## config.mk

```make
export PLATFORM = sky130hd
export DESIGN_NAME = mem_port_arbiter
export DESIGN_NICKNAME = d
export VERILOG_FILES = /design/src/rtl/mem_port_arbiter.sv
export SDC_FILE = /design/constraint.sdc
export NUM_CORES = 1
export LEC_CHECK = 0
export ABC_CLOCK_PERIOD_IN_PS = 2650
export CORE_MARGIN = 10
export CORE_UTILIZATION = 25
export DETAILED_ROUTE_END_ITERATION = 7
export HOLD_SLACK_MARGIN = 0.02
export PLACE_DENSITY_LB_ADDON = 0.1
export SYNTH_ARGS = -nofsm -noshare
export SYNTH_HDL_FRONTEND = slang
export SYNTH_SLANG_ARGS = --single-unit
```

## constraint.sdc

```tcl
create_clock -name clk -period 2.65 [get_ports clk]
set_input_delay 0.265 -clock clk [delete_from_list [all_inputs] [get_ports clk]]
set_output_delay 0.265 -clock clk [all_outputs]
set_load 0.02 [all_outputs]
```

## src/rtl/mem_port_arbiter.sv

```systemverilog
// mem_port_arbiter: shares one single-ported memory between the fetch port and the load/store port.
// Define ARB_RR_EN for round-robin arbitration; otherwise data has fixed priority over fetch.
module mem_port_arbiter #(
   parameter int TIMEOUT_CYC = 64,
   parameter int CNT_W       = 7
) (
   input  logic        clk,
   input  logic        nrst,
   input  logic        i_req,
   input  logic [31:0] i_addr,
   output logic        i_ack,
   output logic [31:0] i_rdata,
   input  logic        d_req,
   input  logic [31:0] d_addr,
   input  logic        d_wr,
   input  logic [63:0] d_wdata,
   input  logic [7:0]  d_wmask,
   output logic        d_ack,
   output logic [31:0] d_rdata,
   output logic        m_req,
   output logic [31:0] m_addr,
   output logic        m_wr,
   output logic [63:0] m_wdata,
   output logic [7:0]  m_wmask,
   input  logic [31:0] m_rdata,
   input  logic        m_ack,
   output logic        err
);

   typedef enum logic [1:0] {IDLE = 2'd0, BUSY_I = 2'd1, BUSY_D = 2'd2} state_t;

   localparam logic [CNT_W-1:0] CNT_LAST     = CNT_W'(TIMEOUT_CYC - 1);
   localparam logic [31:0]      TIMEOUT_DATA = 32'hDEAD_BEEF;

   state_t           state_q, state_d;
   logic [CNT_W-1:0] cnt_q, cnt_d;
   logic             m_req_q, m_req_d;
   logic [31:0]      m_addr_q, m_addr_d;
   logic             m_wr_q, m_wr_d;
   logic [63:0]      m_wdata_q, m_wdata_d;
   logic [7:0]       m_wmask_q, m_wmask_d;
   logic             i_ack_q, i_ack_d;
   logic [31:0]      i_rdata_q, i_rdata_d;
   logic             d_ack_q, d_ack_d;
   logic [31:0]      d_rdata_q, d_rdata_d;
   logic             err_q, err_d;
   logic             grant_any;
   logic             grant_data;
   logic             timeout;
   logic             finish;
`ifdef ARB_RR_EN
   logic             last_data_q, last_data_d;  // 1 = most recent grant went to the data port
`endif

   assign grant_any = i_req | d_req;
   assign timeout   = ~m_ack & (cnt_q == CNT_LAST);
   assign finish    = m_ack | timeout;

   always_comb begin
      grant_data = d_req;
`ifdef ARB_RR_EN
      if (i_req && d_req) grant_data = ~last_data_q;
`endif
   end

   always_ff @(posedge clk or negedge nrst) begin
      if (!nrst) state_q <= IDLE;
      else       state_q <= state_d;
   end

   always_comb begin
      state_d = state_q;
      case (state_q)
         IDLE:           if (grant_any) state_d = grant_data ? BUSY_D : BUSY_I;
         BUSY_I, BUSY_D: if (finish)    state_d = IDLE;
         default:        state_d = IDLE;
      endcase
   end

   always_comb begin
      cnt_d     = cnt_q;
      m_req_d   = m_req_q;
      m_addr_d  = m_addr_q;
      m_wr_d    = m_wr_q;
      m_wdata_d = m_wdata_q;
      m_wmask_d = m_wmask_q;
      i_ack_d   = 1'b0;
      i_rdata_d = i_rdata_q;
      d_ack_d   = 1'b0;
      d_rdata_d = d_rdata_q;
      err_d     = err_q;
`ifdef ARB_RR_EN
      last_data_d = last_data_q;
`endif
      case (state_q)
         IDLE: begin
            cnt_d = '0;
            if (grant_any) begin
               m_req_d = 1'b1;
`ifdef ARB_RR_EN
               last_data_d = grant_data;
`endif
               if (grant_data) begin
                  m_addr_d  = d_addr;
                  m_wr_d    = d_wr;
                  m_wdata_d = d_wdata;
                  m_wmask_d = d_wmask;
               end else begin
                  m_addr_d  = i_addr;
                  m_wr_d    = 1'b0;
                  m_wdata_d = '0;
                  m_wmask_d = '0;
               end
            end
         end
         BUSY_I, BUSY_D: begin
            if (finish) begin
               // An abort still acks the requester so the core never stalls forever.
               m_req_d = 1'b0;
               cnt_d   = '0;
               if (!m_ack) err_d = 1'b1;
               if (state_q == BUSY_I) begin
                  i_ack_d   = 1'b1;
                  i_rdata_d = m_ack ? m_rdata : TIMEOUT_DATA;
               end else begin
                  d_ack_d   = 1'b1;
                  d_rdata_d = m_ack ? m_rdata : TIMEOUT_DATA;
               end
            end else begin
               cnt_d = cnt_q + CNT_W'(1);
            end
         end
         default: ;
      endcase
   end

   always_ff @(posedge clk or negedge nrst) begin
      if (!nrst) begin
         cnt_q     <= '0;
         m_req_q   <= 1'b0;
         m_addr_q  <= '0;
         m_wr_q    <= 1'b0;
         m_wdata_q <= '0;
         m_wmask_q <= '0;
         i_ack_q   <= 1'b0;
         i_rdata_q <= '0;
         d_ack_q   <= 1'b0;
         d_rdata_q <= '0;
         err_q     <= 1'b0;
`ifdef ARB_RR_EN
         last_data_q <= 1'b0;
`endif
      end else begin
         cnt_q     <= cnt_d;
         m_req_q   <= m_req_d;
         m_addr_q  <= m_addr_d;
         m_wr_q    <= m_wr_d;
         m_wdata_q <= m_wdata_d;
         m_wmask_q <= m_wmask_d;
         i_ack_q   <= i_ack_d;
         i_rdata_q <= i_rdata_d;
         d_ack_q   <= d_ack_d;
         d_rdata_q <= d_rdata_d;
         err_q     <= err_d;
`ifdef ARB_RR_EN
         last_data_q <= last_data_d;
`endif
      end
   end

   assign m_req   = m_req_q;
   assign m_addr  = m_addr_q;
   assign m_wr    = m_wr_q;
   assign m_wdata = m_wdata_q;
   assign m_wmask = m_wmask_q;
   assign i_ack   = i_ack_q;
   assign i_rdata = i_rdata_q;
   assign d_ack   = d_ack_q;
   assign d_rdata = d_rdata_q;
   assign err     = err_q;

endmodule

```

# After elaboration in Yosys (flattened, before gate mapping)
# Cells that the tools add are included.
# totals
register_bits	182
in_bits	174
output_inout_bits	173
# op_classes
n_addsub	1
n_eq_ne	5
n_mux	20
bitwise	5
reduce_logical	9
# ops
cell	count
two-way mux 32 bit	2
two-way mux 64 bit	1
case mux 7 bit (2 select lines)	1
AND reduction 3 bit	4
two-way mux 1 bit	9
two-way mux 8 bit	1
adder 7 x 1 -> 7 bit, second input constant	1
equality test 7 x 6 -> 1 bit, second input constant	1
two-way mux 7 bit	1
two-way mux 2 bit	3
inequality test 2 bit, second input constant	2
case mux 2 bit (2 select lines)	1
AND reduction 2 bit	2
equality test 2 x 1 -> 1 bit, second input constant	1
equality test 2 bit, second input constant	1
logical NOT 2 bit	1
inverter 1 bit	2
bitwise OR 1 bit	2
case mux 1 bit (2 select lines)	1
nonzero test 2 bit	1
OR reduction 2 bit	1
bitwise AND 1 bit	1

# Depth between registers and ports, before layout
# Gate-level depths: netlist of run 1.
# logic_depth
depth_word	5
mapped_depth	8
mapped_depth_nobuf	6

# Least setup slack after synthesis of run 1
# No wires, ideal clock.
# synth_path
kind	register to register
startpoint	register cnt_q[0]
endpoint	register d_rdata_q[10] (netlist: d_rdata[10])
setup_time_ns	0.121
arrival_time_ns	1.672
path_slack_ns	0.857
stages_incl_launch_ff	9
n_path_buf	2
synth_period_minus_slack_ns	1.793
cell_sequence	dfrtp_1 ha_1 and3_1 buf_6 and2_4 o21ai_4 inv_4 buf_6 o22a_1
# synth_via
elab_chain_cells	4
# synth_lines
element	line	rtl
start, declared	36	logic [CNT_W-1:0] cnt_q, cnt_d;
start signal, assigned	154	cnt_q <= cnt_d;
equality test 7 x 6 -> 1 bit	56	assign timeout = ~m_ack & (cnt_q == CNT_LAST);
bitwise AND 1 bit	56	
bitwise OR 1 bit	57	assign finish = m_ack | timeout;
AND reduction 3 bit (no line)	--	
end signal, assigned	163	d_rdata_q <= d_rdata_d;
end, declared	45	logic [31:0] d_rdata_q, d_rdata_d;
# Every way passes these cells.
# A chain may end at the register's enable or synchronous reset.

# Worst setup path in the final report of run 1
# layout_path
startpoint	register cnt_q[0]
endpoint	register d_rdata_q[12] (netlist: d_rdata[12])
# Same word-level chain as after synthesis.

==> flow_summary.ini, run 1 <==
[outcome]
status = complete, no violations

[timing]
final.min_clock_period_ps = 1980
rsz0062_at_grt = false
finalMaxSlewViolations = 0
finClkSkew_ps = 15.2
hold_viol = 0
setup-violations-final = 0
max_freq_ghz = 0.505
maxSlewHeadroom_pct = 55.2
tightest_slew_ps = 672
min_period_over_period_pct = 74.7
tns_ps = 0
whs_ps = 407

[placed_design]
dp_hpwl_mm = 18.6
numPortBuffers = 346
place_congestion = 0.774

[global_route]
grt_start_max_net_pins = 95
grtUsageTotal_pct = 13.5
grt_pass1_vias = 6171
antenna_found_initial = 0
gr-total-overflow = 0
grt_first_pass_wirelength_mm = 37.1

[cts]
hold_buffers = 1
path_clk_slew_ps = 70
numCtsBuffers = 17
insertion_delay_ps = 420
clock_path_buffers = 2
cts_tree = built
cts_resized = 0
clock_sinks = 182
cts_setup_buffers = 0
htree_num_levels = 4
cts_root_buf = clkbuf_16

[cells_and_area]
diodes = 0
drive_above_1_share_pct = 6.32
nets = 1036
syn2layout_area_growth_pct = 63.6
final_common_cell = clkdlybuf4s50_1
final_cell_mix = 344 x clkdlybuf4s50_1, 182 x dfrtp_1, 90 x a22o_1

[worst_setup_path]
crit_path_start_kind = flip-flop
cp_max_fo = 25
cp_data_arrival_time_ps = 2280
ff2ff_setup_slack_ps = 670
endpoint_kind = flip-flop
critPathKind = reg -> reg
critPathRequiredTime_ps = 2950

[synth]
syn_avg_cell_area_sq_um = 13.4
synth_nets = 697
netlist_area_sq_mm = 0.00697
synth-seq-cells = 182
synthCells = 519
yosys_warnings = 0
synth.distinct_cells = 31
synth-seq-area-share_pct = 65.4

[drt]
met1_length_mm = 9.83
wl_mm = 24.2
dr_wl_met3_mm = 2.61
drc = 0
wl_per_cell_um = 19.4
drtAntennaViolNets = 0
drtIter0Drc = 261
vias_per_cell = 4.41
drtPass1Iterations = 4
routed-via-count = 5506
wl_met2_mm = 11.5
topRoutingLayerUsed = met4

[pwr]
switching_share_pct = 38.5
seqPwrFrac_pct = 34.0
power.density_mw_per_mm2 = 1220
combinationalPowerShare_pct = 48.6
peakVddDrop_mv = 0.474
p_leak_nw = 4.83
p_switching_mw = 5.35
clockPowerShare_pct = 17.4
internal_power_mw = 8.55

[floorplanning]
dieArea_sq_mm = 0.0350
fp.dieH_um = 187
core_sq_mm = 0.0276
fp-row-count = 61
die_x_um = 187
io_pins = 347
initial_utilization_pct = 25.2

[flow_run]
maxCapViolCount = 0

[min_path]
min_path_type = in -> async
flip-flops by register name (all words and copies together) (netlist names):
register  flops
d_ack         1
cnt_q         7
m_wdata      64
m_wmask       8
m_wr          1
m_addr       32
i_ack         1
d_rdata      32
state_q       2
m_req         1
err           1
i_rdata      32
power groups by stage:
stage               Combinational [mW]  Sequential (mW)  Clock (mW)
global route                      7.21             4.87        2.66
detailed placement                6.89             4.74           0
finish                            6.76             4.72        2.42
global placement                  6.79             4.74           0
floorplan                         1.94             6.14           0
CTS                               6.89             4.73        2.54
cells in the mapped netlist:
library cell / n / area, sq um
dfrtp_1: 182 / 4550
a22o_1: 90 / 788
o22a_1: 48 / 420
nand2_1: 43 / 161
o21ai_0: 40 / 200
mux2i_1: 33 / 330
clkbuf_1: 16 / 60.1
buf_2: 14 / 70.1
buf_6: 5 / 56.3
a21oi_1: 4 / 20.0
and2_1: 4 / 25.0
buf_1: 4 / 15.0
ha_1: 4 / 50.1
nor2_1: 4 / 15.0
inv_1: 3 / 11.3
nor2b_1: 3 / 18.8
and3_1: 2 / 12.5
buf_4: 2 / 15.0
inv_4: 2 / 12.5
nand2b_1: 2 / 12.5
nand3_1: 2 / 10.0
o21ai_4: 2 / 32.5
o21bai_1: 2 / 15.0
a21o_1: 1 / 7.51
a21oi_2: 1 / 8.76
a31oi_1: 1 / 6.26
and2_4: 1 / 8.76
and3b_1: 1 / 8.76
nor3_1: 1 / 5.00
o21a_1: 1 / 7.51
o311ai_1: 1 / 8.76
final timing paths:
kind / from / to / cells past startpoint
max in group asynchronous: nrst / m_wdata[56] / 3
max: cnt_q[0] / d_rdata[12] / 6
min in group clk: d_wdata[25] / m_wdata[25] / 2
min reg2reg: m_addr[17] / m_addr[17] / 2
max reg2reg: cnt_q[0] / d_rdata[12] / 6
min: nrst / m_addr[4] / 2
routing by layer:
metal	vias up	GRT usage [%]
li1	2593	-
met1	2686	15.3
met2	212	21.8
met3	15	7.03
met4	0	3.66
met5	-	0
metrics by stage:
stage / cell area (sq um) / setup slack, ps / power (mW) / util [%] / instances
floorplan: 6970 / 857 / 8.08 / - / 519
global placement: 10800 / 733 / 11.5 / 39.2 / 1216
detailed placement: 10800 / 672 / 11.6 / 39.2 / 1216
CTS: 11400 / 663 / 14.2 / 41.3 / 1248
global route: 11400 / 552 / 14.7 / 41.3 / 1248
finish: 11400 / 670 / 13.9 / 41.3 / 1248
worst max-delay path: stages (launching register included):
cell	delay, ps
dfrtp_1	410
ha_1	230
and3_1	280
and2_4	190
o21ai_4	290
inv_4	200
o22a_1	250
cell type report:
class,instances,area (sq um)
Inverter,5,23.8
Multi-Input combinational cell,291,2190
Tap cell,378,473
Sequential cell,182,4550
Clock inverter,14,136
Timing Repair Buffer,361,3600
Clock buffer,17,425
Fill cell,2609,16200
cells by family (layout without fill, tap and decap cells):
kind of cell	Yosys count	after routing	share of synthesized area (%)
buffers and inverters	46	397	3.45
flip-flops	182	182	65.4
AND/OR/NAND/NOR	63	63	3.99
multiplexers	33	33	4.74
AO/OA/AOI/OAI	191	191	21.7
adder cells (fa/ha/maj)	4	4	0.718
(Power assumes the default switching activity.)
==> run 2, diff against run 1 <==
ABC_CLOCK_PERIOD_IN_PS = 2000   (was 2650)
clock period = 2 ns   (was 2.65 ns; I/O delays follow)
==> run 2 against run 1 <==
Fmax up 11%. Core utilization is 0.19 points higher. Die area unchanged. Largest cell class unchanged. Largest power group unchanged.
==> flow_summary.ini, run 2 (synthesis results as in run 1) <==
[cts]
htree_num_levels = 4
cts_root_buf = clkbuf_16
clock_sinks = 182
cts_resized = 0
cts_tree = built
cts_setup_buffers = 0
path_clk_slew_ps = 80
clock_path_buffers = 2
numCtsBuffers = 17
insertion_delay_ps = 430

[cells_and_area]
diodes = 0
final_common_cell = clkdlybuf4s50_1
nets = 1038
drive_above_1_share_pct = 6.64
design_area_sq_mm = 0.0114
syn2layout_area_growth_pct = 64.3
final_cell_mix = 344 x clkdlybuf4s50_1, 182 x dfrtp_1, 90 x a22o_1
largest_register_ffs = 64

[pwr]
p_switching_mw = 7.16
peakVddDrop_mv = 0.608
internal_power_mw = 11.4
power.density_mw_per_mm2 = 1620
switching_share_pct = 38.6
clockPowerShare_pct = 17.5
p_leak_nw = 4.86
power_mw = 18.5
seqPwrFrac_pct = 33.9
combinationalPowerShare_pct = 48.6

[timing]
final.min_clock_period_ps = 1790
max_freq_ghz = 0.559
whs_ps = 245
finalMaxSlewViolations = 0
min_period_over_period_pct = 89.5
rsz0062_at_grt = false
tns_ps = 0
finClkSkew_ps = 12.4
hold_viol = 0
tightest_slew_ps = 557
setup-violations-final = 0
maxSlewHeadroom_pct = 62.9

[drt]
vias_per_cell = 4.49
wl_mm = 25.0
routed-via-count = 5619
drtIter0Drc = 211
drtAntennaViolNets = 0
wl_per_cell_um = 20.0
drtPass1Iterations = 4
drc = 0

[floorplanning]
core_sq_mm = 0.0276
fp-row-count = 61
initial_utilization_pct = 25.2
io_pins = 347
dieArea_sq_mm = 0.0350
fp.dieH_um = 187
die_x_um = 187

[global_route]
grt_start_max_net_pins = 98
grt_first_pass_wirelength_mm = 39.2
gr-total-overflow = 0
grtUsageTotal_pct = 14.2
antenna_found_initial = 0
grt_pass1_vias = 6472

[placed_design]
postPlaceCellArea_sq_mm = 0.0109
place_congestion = 0.744
numPortBuffers = 346
dp_hpwl_mm = 19.2

[worst_setup_path]
rr_worst_depth = 6
cp_max_fo = 25
cp_data_arrival_time_ps = 2100
cp-startpoint = cnt_q[0]
critPathKind = reg -> reg
ff2ff_setup_slack_ps = 210
crit_path_start_kind = flip-flop
critPathRequiredTime_ps = 2310
r2r_start = cnt_q[0]
endpoint_kind = flip-flop
reg2reg_to = i_rdata[0]

[min_path]
min_path_type = in -> reg
hold-path-endpoint = m_addr[30]
hp-start = d_req
holdPathStages = 3

[outcome]
status = complete, no violations

[flow_run]
maxCapViolCount = 0
[run 2: critical path, stage by stage (launching register included)]
cell and delay (ps):
dfrtp_1 410, ha_1 240, and3_1 280, and2_4 200, o21ai_4 160, inv_4 140
o22a_1 230
[run 2: final cells by class]
type / instances / area (sq um)
tap: 378 / 473
multi-input combinational: 291 / 2190
sequential: 182 / 4550
fill: 2654 / 16200
timing repair buffer: 363 / 3650
clock inverter: 15 / 135
inverter: 5 / 23.8
clock buffer: 17 / 425
[run 2: metal layers]
layer / GRT usage [%] / share of wire (%)
met3: 7.23 / 10
met2: 23.7 / 49
met4: 3.85 / 1.1
met5: 0 / 0
met1: 15.7 / 40
[run 2: worst max path at each step]
| stage | slack, ps | end |
|---|---|---|
| after floorplan | 210 | d_rdata[10] |
| after global placement | 290 | cnt_q[5] |
| after detailed placement | 220 | i_rdata[0] |
| after CTS | 210 | i_rdata[0] |
| after global routing | 100 | cnt_q[5] |
| final | 210 | i_rdata[0] |
[run 2: power groups by stage]
stage          logic (mW)  clock network (mW)  registers, mW
5_1_grt              9.64                3.53           6.51
3_5_place_dp         9.19                   0           6.32
4_1_cts              9.20                3.39           6.30
6_report             9.01                3.25           6.29
2_1_floorplan        2.57                   0           8.13
3_3_place_gp         9.06                   0           6.30
[run 2: per-stage QoR]
stage / setup slack [ps] / utilization [%] / instances
2_1_floorplan: 207 / - / 519
3_3_place_gp: 286 / 39.4 / 1218
4_1_cts: 209 / 41.4 / 1251
3_5_place_dp: 221 / 39.4 / 1218
5_1_grt: 95.0 / 41.4 / 1251
6_report: 211 / 41.4 / 1251
[run 2: timing repair]
action / 4_1_cts / 5_1_grt
hold buffers: 1 / 0
endpoints found under the hold margin: 49 / 0
setup endpoints to repair: 0 / 0
